$ cat src/rtl/cic_comp_down_mac.sv
// Decimate-by-2 CIC compensation FIR. Samples are written into a history
// buffer at the input rate; every second sample starts a full NTAPS-tap
// convolution. The convolution uses one multiplier, time-multiplexed at the
// system clock, followed by rounding and saturation to DW bits.
module cic_comp_down_mac #(
   parameter int                  DW              = 16,
   parameter int                  CW              = 19,
   parameter int                  NTAPS           = 120,
   parameter int                  DEPTH           = 128,
   parameter int                  SHIFT           = 18,
   parameter string               COEFF_INIT_FILE = "coeffs_dec.mem",
   parameter logic [CW*NTAPS-1:0] COEFFS          = '0
) (
   input  logic          clk,
   input  logic          reset_n,
   input  logic          clk_enable,
   input  logic [DW-1:0] filter_in,
   output logic [DW-1:0] filter_out,
   output logic          ce_out,
   output logic          busy,
   output logic          overrun
);

   localparam int PW = DW + CW;
   localparam int AW = DW + CW + $clog2(NTAPS);
   localparam int AD = $clog2(DEPTH);
   localparam int TW = (NTAPS > 1) ? $clog2(NTAPS) : 1;

   localparam logic [TW-1:0]      LAST_TAP = TW'(NTAPS - 1);
   localparam logic signed [AW:0] RND      = (SHIFT > 0) ?
                                             ((AW+1)'(1) <<< ((SHIFT > 0) ? SHIFT - 1 : 0)) : '0;
   localparam logic signed [AW:0] OMAX     = {{(AW+2-DW){1'b0}}, {(DW-1){1'b1}}};
   localparam logic signed [AW:0] OMIN     = {{(AW+2-DW){1'b1}}, {(DW-1){1'b0}}};

   typedef enum logic [1:0] {
      S_IDLE,
      S_RUN,
      S_DRAIN,
      S_OUT
   } state_t;

   state_t                state, state_nxt;

   logic signed [DW-1:0]  mem [DEPTH];
   logic signed [CW-1:0]  coef_rom [NTAPS];

   logic                  dphase;
   logic [AD-1:0]         w_ptr;
   logic [AD-1:0]         r_ptr;
   logic [TW-1:0]         tap_idx;
   logic [1:0]            drain_cnt;

   logic signed [DW-1:0]  x_q;
   logic signed [CW-1:0]  h_q;
   logic                  v1_q;
   logic signed [PW-1:0]  prod_q;
   logic                  v2_q;
   logic signed [AW-1:0]  acc;

   logic signed [AW:0]    rnd_sum;
   logic signed [AW:0]    rnd_t;
   logic [DW-1:0]         sat_val;

   logic                  trigger;
   logic                  start;

   // Coefficient ROM image taken from the parameter vector
   initial begin
      for (int unsigned k = 0; k < NTAPS; k++) coef_rom[k] = COEFFS[k*CW +: CW];
   end

   assign trigger = clk_enable & dphase;
   assign start   = trigger & (state == S_IDLE);

   // FSM state register
   always_ff @(posedge clk or negedge reset_n) begin
      if (!reset_n) state <= S_IDLE;
      else          state <= state_nxt;
   end

   // Next-state logic and status outputs
   always_comb begin
      state_nxt = state;
      busy      = (state != S_IDLE);
      ce_out    = (state == S_OUT);
      case (state)
         S_IDLE:  if (trigger)               state_nxt = S_RUN;
         S_RUN:   if (tap_idx == LAST_TAP)   state_nxt = S_DRAIN;
         S_DRAIN: if (drain_cnt == 2'd2)     state_nxt = S_OUT;
         S_OUT:                              state_nxt = S_IDLE;
         default:                            state_nxt = S_IDLE;
      endcase
   end

   // Sample intake: every strobe is stored, independent of the FSM
   always_ff @(posedge clk or negedge reset_n) begin
      if (!reset_n) begin
         for (int unsigned i = 0; i < DEPTH; i++) mem[i] <= '0;
         w_ptr  <= '0;
         dphase <= 1'b0;
      end else if (clk_enable) begin
         mem[w_ptr] <= filter_in;
         w_ptr      <= w_ptr + AD'(1);
         dphase     <= ~dphase;
      end
   end

   // Tap sequencing: newest sample first, walking backwards through history
   always_ff @(posedge clk or negedge reset_n) begin
      if (!reset_n) begin
         tap_idx   <= '0;
         r_ptr     <= '0;
         drain_cnt <= '0;
      end else begin
         if (start) begin
            tap_idx <= '0;
            r_ptr   <= w_ptr;
         end else if (state == S_RUN) begin
            tap_idx <= tap_idx + TW'(1);
            r_ptr   <= r_ptr - AD'(1);
         end
         if (state == S_DRAIN) drain_cnt <= drain_cnt + 2'd1;
         else                  drain_cnt <= '0;
      end
   end

   // MAC pipeline: read operands, multiply, accumulate
   always_ff @(posedge clk or negedge reset_n) begin
      if (!reset_n) begin
         x_q    <= '0;
         h_q    <= '0;
         v1_q   <= 1'b0;
         prod_q <= '0;
         v2_q   <= 1'b0;
         acc    <= '0;
      end else begin
         v1_q <= (state == S_RUN);
         if (state == S_RUN) begin
            x_q <= mem[r_ptr];
            h_q <= coef_rom[tap_idx];
         end
         prod_q <= PW'(x_q) * PW'(h_q);
         v2_q   <= v1_q;
         if (start)     acc <= '0;
         else if (v2_q) acc <= acc + AW'(prod_q);
      end
   end

   // Round half up, arithmetic shift, then clamp to the output range
   always_comb begin
      rnd_sum = $signed({acc[AW-1], acc}) + RND;
      rnd_t   = rnd_sum >>> SHIFT;
      if (rnd_t > OMAX)      sat_val = OMAX[DW-1:0];
      else if (rnd_t < OMIN) sat_val = OMIN[DW-1:0];
      else                   sat_val = rnd_t[DW-1:0];
   end

   // Output register and sticky overrun flag
   always_ff @(posedge clk or negedge reset_n) begin
      if (!reset_n) begin
         filter_out <= '0;
         overrun    <= 1'b0;
      end else begin
         if (state_nxt == S_OUT)            filter_out <= sat_val;
         if (trigger && state != S_IDLE)    overrun    <= 1'b1;
      end
   end

endmodule

$ cat config.mk
export PLATFORM = sky130hd
export DESIGN_NAME = cic_comp_down_mac
export DESIGN_NICKNAME = d
export VERILOG_FILES = /design/src/rtl/cic_comp_down_mac.sv
export SDC_FILE = /design/constraint.sdc
export NUM_CORES = 1
export LEC_CHECK = 0
export CAP_MARGIN = 20
export CORE_MARGIN = 3
export CORE_UTILIZATION = 41
export DETAILED_ROUTE_END_ITERATION = 8
export PLACE_DENSITY = 0.82
export SYNTH_ARGS = -nofsm -noshare
export SYNTH_HDL_FRONTEND = slang
export SYNTH_SLANG_ARGS = --single-unit
$ cat constraint.sdc
create_clock -name clk -period 3.1 [get_ports clk]
set_input_delay 0.62 -clock clk [delete_from_list [all_inputs] [get_ports clk]]
set_output_delay 0.62 -clock clk [all_outputs]
set_load 0.01 [all_outputs]
# Word-level counts from Yosys, hierarchy flattened
# Cells that the tools add are included.
[op_classes] n_reduce_logical=6 mux=19 addsub=6 n_bitwise=5 order_cmp=5 mul=1 n_eq_ne=6
[ops] op="$bwmux 2048" n=1
[ops] op="$bmux 16 s7" n=1
[ops] op="$demux 16 s7" n=1
[ops] op="$mux 42" n=2
[ops] op="$mux 16" n=5
[ops] op="$add 42x19->43 const B" n=1
[ops] op="$add 42x35->42" n=1
[ops] op="$mul 16x19->35" n=1
[ops] op="$mux 7" n=4
[ops] op="$gt 25x16->1 const B" n=1
[ops] op="$lt 25x16->1 const B" n=1
[ops] op="$ge 8x8->1 const B" n=2
[ops] op="$not 7->8" n=2
[ops] op="$add 7x1->7 const B" n=2
[ops] op="$eq 2x2->1 const B" n=4
[ops] op="$lt 8x1->1 const B" n=1
[ops] op="$mux 2" n=4
[ops] op="$pmux 2 s4" n=1
[ops] op="$eq 7x7->1 const B" n=1
[ops] op="$sub 7x1->7 const B" n=1
[ops] op="$reduce_bool 2->1" n=3
[ops] op="$add 2x1->2 const B" n=1
[ops] op="$and 1x1->1" n=2
[ops] op="$eq 2x1->1 const B" n=1
[ops] op="other kinds (3)" n=4
[totals] input_bits=19 ff_bits=2205

# Logic depth before layout (Yosys ltp)
# Gate-level depths: netlist of run 1.
[depth] ltp_word=6 depth_mapped=4 ltp_nobuf=4

# Worst setup path after synthesis of run 1
# OpenSTA, ideal clock, no wires.
[synth_path] path_type="register to output" start="reg state[1]" end="out busy" n_path_buf=0 stages_incl_launch_ff=2 t_arrival_ns=0.725 path_slack_ns=1.755 path_cell_list="dfrtp_1 or2_2"
[synth_via] elab_chain_cells=1
[synth_rtl] item="start, declared" line="42" text="state_t state, state_nxt;"
[synth_rtl] item="start signal, assigned" line="78" text="else state <= state_nxt;"
[synth_rtl] item="$reduce_bool 2->1" line="84" text="busy = (state != S_IDLE);"
[synth_rtl] item="end, declared" line="20" text="output logic busy,"
# Every way passes these cells.

# Worst setup path in the final report of run 1
# Same ends and word-level chain as after synthesis.

==> reports/metrics.cfg, run 1 <==
[sta]
max_freq_mhz = 469
max-slew-margin-rel = 0.609
finalHoldViolations = 0
rsz0062_at_grt = no
tns_ns = 0
fin_ws_ns = 0.966
final-max-slew-violation-count = 0
min_period_over_period = 0.688
fin_crit_ns = 2.13
setup_viol = 0
finalClockSkew_ns = 0.00424
worst_pin_slew_ns = 0.585

[power_and_ir_drop]
power_density_nw_per_um2 = 393
peakVddDrop_mv = 0.292
leakagePower_nw = 0.324

[synth]
synthCells = 71
syn_area_per_cell_sq_um = 10.5
ys_top_cells_by_area = dfrtp_1 (43%), buf_4 (17%), nand3_1 (4.0%), o211ai_1 (4.0%), ha_1 (3.3%)
netlist_area_sq_um = 748
synth-seq-area-share = 0.435
ys_warn_count = 0
synth_area_leader_cell = dfrtp_1
ys_seq_elements = 13
synth_top_area_frac = 0.435
synthDistinctLibCells = 26

[die]
initial_core_util = 0.464
die_area_sq_um = 2370
ios = 38
coreArea_sq_um = 1610
fp.dieH_microns = 48.7
rows = 14
die_x_microns = 48.7

[route]
drt_iter0_markers = 2
first_pass_iters = 4
via_count = 473
wl_per_cell_microns = 11.5
routedLengthMet1_microns = 514
top_layer_used = met3
wl_microns = 1160
wl_met3_microns = 80
vias_per_cell = 4.68
post-route-drc-count = 0
antenna_left = 0
route.met2.wl_microns = 562

[worst_setup_path]
r2r_cells = 3
crit_path_top_delay_cell = clkdlybuf4s50_1
r2r_slack_ns = 1.78
arrival_ns = 1.51
reg2reg_to = tap_idx[3]
path_class = register to output port
end_kind = output port
critPathMaxFanout = 7
r2r_start = state[0]
start_kind = register
required_ns = 2.48
slowest_delay_ns = 0.49
cp_cell_sequence = or2_2 > clkdlybuf4s50_1

[cts]
cts_tree = built
cts_max_path_buffers = 2
cts_htree_levels = 1
cts_setup_buffers = 0
cts_root_buffer = clkbuf_4
ctsHoldBuffers = 0
clk_pin_slew_ns = 0.08
cts_resized = 0
numClockSinks = 13
numCtsBuffers = 3
clock_latency_ns = 0.27

[min_path]
min_from = drain_cnt[0]
hold_end = drain_cnt[0]
hold_depth = 1
hp-class = register to register

[cells_and_area]
layout-drive-gt1-share = 0.104
fill_cells = 154
antenna_cells = 0
layout.cells.non_filler = 101
final_util = 0.479
fin_nets = 99
finalInstanceArea_sq_um = 772
syn2layout_area_growth_pct = 3.18
multi_input_area_sq_um = 333
seq_area_sq_um = 325

[grt]
grt_remaining_overflow = 0
grt_pass1_wl_microns = 1810
grt_antenna_before_repair = 0
grt_pass1_vias = 394
track_usage = 0.0962
grt_max_degree = 14

[placed_design]
place_area_sq_um = 746
portBuffers = 5
dp.cells = 97
dp_slack_ns = 1.14
gp_congestion = 0.686

[job]
max_cap_violations = 0

[status]
outcome = complete, no violations

-- per-layer routing --
layer | up-vias | global-route usage
li1 | 230 | -
met2 | 17 | 0.147
met4 | 0 | 0.0142
met5 | - | 0
met3 | 0 | 0.0460
met1 | 226 | 0.126
-- placed cells by master (no fill, tap or decap), types with 2 or more instances in the layout --
cell type,synthesis,final
xor2_1,2,2
clkdlybuf4s50_1,0,5
conb_1,1,16
inv_1,2,2
nand2b_1,3,3
clkbuf_4,0,3
nor2_1,2,2
o211ai_1,4,4
nand3_1,6,6
o31ai_1,2,2
dfrtp_1,13,13
o21ai_0,3,3
ha_1,2,2
-- power by group --
part           switching, W  internal (W)
combinational     0.0000146    0.00000535
clock             0.0000510     0.0000498
sequential       0.00000670      0.000176
-- critical path, delay by kind of cell (launching register included) --
family	cells	cell delay, ns
buffers and inverters	1	0.49
DFF	1	0.43
and+or+nand+nor	1	0.33
-- sequential cells by signal (all words and copies together) (netlist names) --
name       cells
tap_idx        7
drain_cnt      2
state          2
dphase         1
overrun        1
-- cell usage after synthesis --
cell type,number
ha_1,2
conb_1,1
o211ai_1,4
buf_6,1
nor3_1,1
o31ai_1,2
nand2_1,1
nand4bb_1,1
xor2_1,2
o21ai_0,3
a31o_2,1
o41ai_2,1
and2_1,1
buf_4,17
or2_2,1
nand3_1,6
or2b_1,1
inv_1,2
dfrtp_1,13
nand4b_2,1
nand2b_1,3
a21oi_1,1
nand3b_1,1
a31o_1,1
o31ai_2,1
nor2_1,2
-- worst max-delay path by stage --
stage | start | to | cells past startpoint
after floorplan | state[1] | busy | 1
after global placement | clk_enable | tap_idx[3] | 4
after detailed placement | clk_enable | tap_idx[4] | 4
after CTS | state[1] | busy | 2
after global routing | state[1] | busy | 2
final | state[1] | busy | 2
-- final cells by class --
type | instances | area share
Timing Repair Buffer | 5 | 0.0648
Sequential cell | 13 | 0.421
Clock buffer | 4 | 0.0340
Inverter | 2 | 0.00972
Multi-Input combinational cell | 53 | 0.431
Tap cell | 24 | 0.0389
-- metrics by stage --
step	hold WS, ns	total power, W
3_3_place_gp	0.412	0.000204
4_1_cts	0.436	0.000309
6_report	0.430	0.000304
5_1_grt	0.465	0.000320
3_5_place_dp	0.426	0.000207
2_1_floorplan	0.324	0.000212
-- cell families after synthesis --
group	after synthesis	synth area share
AOI/OAI and AO/OA	14	0.149
DFF	13	0.435
xor gates and xnor gates	2	0.0234
other	1	0.00501
buffers and inverters	20	0.196
and+or+nand+nor	19	0.159
adders and majority gates	2	0.0334
(Power assumes the default switching activity.)
==> run 2, diff against run 1 <==
CORE_UTILIZATION = 38   (was 41)
PLACE_DENSITY = 0.77   (was 0.82)
clock period = 2.2 ns   (was 3.1 ns; I/O delays follow)
==> run 2 against run 1 <==
  * First-iteration DRC count rose to 4.0 times the previous value
  * Sequential power is 40% higher
  * Non-clock buffer count unchanged
  * Sequential share of layout area down 0.068 points
  * Clock skew decreased by 0.0025 ns
  * Register-to-register slack got worse by 0.89 ns
  * Critical path type unchanged
==> reports/metrics.cfg, run 2 (synthesis results as in run 1) <==
[status]
outcome = complete, no violations  ; unchanged

[grt]
grt_antenna_before_repair = 0  ; unchanged
met2_usage = 0.146  ; was 0.147
grt_pass1_vias = 444  ; was 394
grt_max_degree = 14  ; unchanged
track_usage = 0.0998  ; was 0.0962
use_met1 = 0.126  ; about the same
grt_remaining_overflow = 0  ; unchanged
busiest_layer = met2  ; unchanged
use_met3 = 0.0208  ; was 0.0460
grt_pass1_wl_microns = 1900  ; was 1810 microns

[cts]
cts_root_buffer = clkbuf_4  ; unchanged
cts_tree = built  ; unchanged
clk_pin_slew_ns = 0.07  ; was 0.08 ns
ctsHoldBuffers = 0  ; unchanged
cts_htree_levels = 1  ; unchanged
numCtsBuffers = 3  ; unchanged
cts_setup_buffers = 0  ; unchanged
clock_latency_ns = 0.28  ; was 0.27 ns
cts_max_path_buffers = 2  ; unchanged
cts_resized = 0  ; unchanged
numClockSinks = 13  ; unchanged

[worst_setup_path]
slowest_delay_ns = 0.48  ; was 0.49 ns
r2r_start = state[1]  ; was state[0]
cp-startpoint = state[1]  ; unchanged
crit_end = busy  ; unchanged
cp_cell_sequence = or2_2 > clkdlybuf4s50_1  ; unchanged
critical_path.top_delay_family = buffers and inverters  ; unchanged
start_kind = register  ; unchanged
crit_path_top_delay_cell = clkdlybuf4s50_1  ; unchanged
arrival_ns = 1.53  ; was 1.51 ns
reg2reg_to = tap_idx[3]  ; unchanged
critPathMaxFanout = 7  ; unchanged
path_class = register to output port  ; unchanged
r2r_slack_ns = 0.89  ; was 1.78 ns
worst-path-stages = 2  ; unchanged
required_ns = 1.76  ; was 2.48 ns
end_kind = output port  ; unchanged
r2r_cells = 3  ; unchanged
path_buf_inv = 1  ; unchanged

[cells_and_area]
largest_reg_flops = 7  ; unchanged
final_util = 0.434  ; was 0.479
top_regs = tap_idx (7), drain_cnt (2), state (2)  ; unchanged
final_common_cell = conb_1  ; unchanged
fin_nets = 99  ; unchanged
finalInstanceArea_sq_um = 773  ; was 772 sq um
layout-drive-gt1-share = 0.104  ; unchanged
seq_area_sq_um = 325  ; unchanged
mostFrequentLayoutCells = conb_1 (16), dfrtp_1 (13), nand3_1 (6), clkdlybuf4s50_1 (5), o211ai_1 (4)  ; unchanged
fill_cells = 173  ; was 154
antenna_cells = 0  ; unchanged
largest-register = tap_idx  ; unchanged
multi_input_area_sq_um = 333  ; unchanged
syn2layout_area_growth_pct = 3.34  ; was 3.18%

[sta]
finalHoldViolations = 0  ; unchanged
rsz0062_at_grt = no  ; unchanged
tns_ns = 0  ; unchanged
max_freq_mhz = 507
final-max-slew-violation-count = 0  ; unchanged
worst_pin_slew_ns = 0.577  ; was 0.585 ns
max-slew-margin-rel = 0.614  ; was 0.609
finalClockSkew_ns = 0.00176  ; was 0.00424 ns
fin_crit_ns = 1.97
setup_viol = 0  ; unchanged
min_period_over_period = 0.897

[placed_design]
place_area_sq_um = 747  ; was 746 sq um
hpwl_microns = 810
gp_congestion = 0.678  ; was 0.686
portBuffers = 5  ; unchanged

[route]
via_count = 456  ; was 473
vias_per_cell = 4.47  ; was 4.68
post-route-drc-count = 0  ; unchanged
first_pass_iters = 4  ; unchanged
drt_iter0_markers = 8  ; was 2
wl_microns = 1100  ; was 1160 microns
wl_per_cell_microns = 10.8  ; was 11.5 microns
antenna_left = 0  ; unchanged

[die]
rows = 15  ; was 14
coreArea_sq_um = 1780  ; was 1610 sq um
die_area_sq_um = 2540  ; was 2370 sq um
die_x_microns = 50.4  ; was 48.7 microns
ios = 38  ; unchanged
initial_core_util = 0.420  ; was 0.464
fp.dieH_microns = 50.4  ; was 48.7 microns

[job]
max_cap_violations = 0  ; unchanged

[power_and_ir_drop]
total_power_w = 0.000433  ; was 0.000304 W
peakVddDrop_mv = 0.275  ; was 0.292 mV
power_density_nw_per_um2 = 560  ; was 393 nW/um^2
leakagePower_nw = 0.324  ; unchanged

[min_path]
hp-class = register to register  ; unchanged

run 2: layer usage:
metal,vias up,share of wire,wire length [microns]
li1,228,-,-
met2,15,0.44,482
met4,0,0.017,19
met3,2,0.064,70
met1,211,0.48,528
met5,-,0,0
run 2: how the worst min path moves through the flow:
stage	cells past startpoint	start	slack [ns]	endpoint
finish	1	drain_cnt[0]	0.44	drain_cnt[0]
global route	1	drain_cnt[0]	0.45	drain_cnt[0]
CTS	1	drain_cnt[0]	0.44	drain_cnt[0]
detailed placement	1	drain_cnt[0]	0.43	drain_cnt[0]
global placement	1	drain_cnt[0]	0.41	drain_cnt[0]
floorplan	0	reset_n	0.14	dphase
run 2: final cells by class:
| type | instances | area share |
|---|---|---|
| Timing Repair Buffer | 5 | 0.0647 |
| Inverter | 2 | 0.00971 |
| Tap cell | 25 | 0.0405 |
| Clock buffer | 4 | 0.0340 |
| Multi-Input combinational cell | 53 | 0.430 |
| Sequential cell | 13 | 0.421 |
run 2: worst register-to-register path, cell delays in order, from the launching register on:
cell,delay (ns)
dfrtp_1,0.44
nand2b_1,0.37
o211ai_1,0.29
o31ai_2,0.09
run 2: where the power goes:
group           total, W  switching, W  leakage [nW]  internal, W
sequential      0.000257    0.00000894         0.154     0.000248
combinational  0.0000283     0.0000207         0.156   0.00000755
clock           0.000148     0.0000772        0.0150    0.0000704
run 2: stage by stage:
step                      hold WS, ns  instances  worst slack, ns
after detailed placement        0.429         98            0.461
after global routing            0.455        102            0.182
after CTS                       0.440        102            0.211
after global placement          0.412         98            0.471
after floorplan                 0.144         86             1.03
final                           0.435        102            0.227
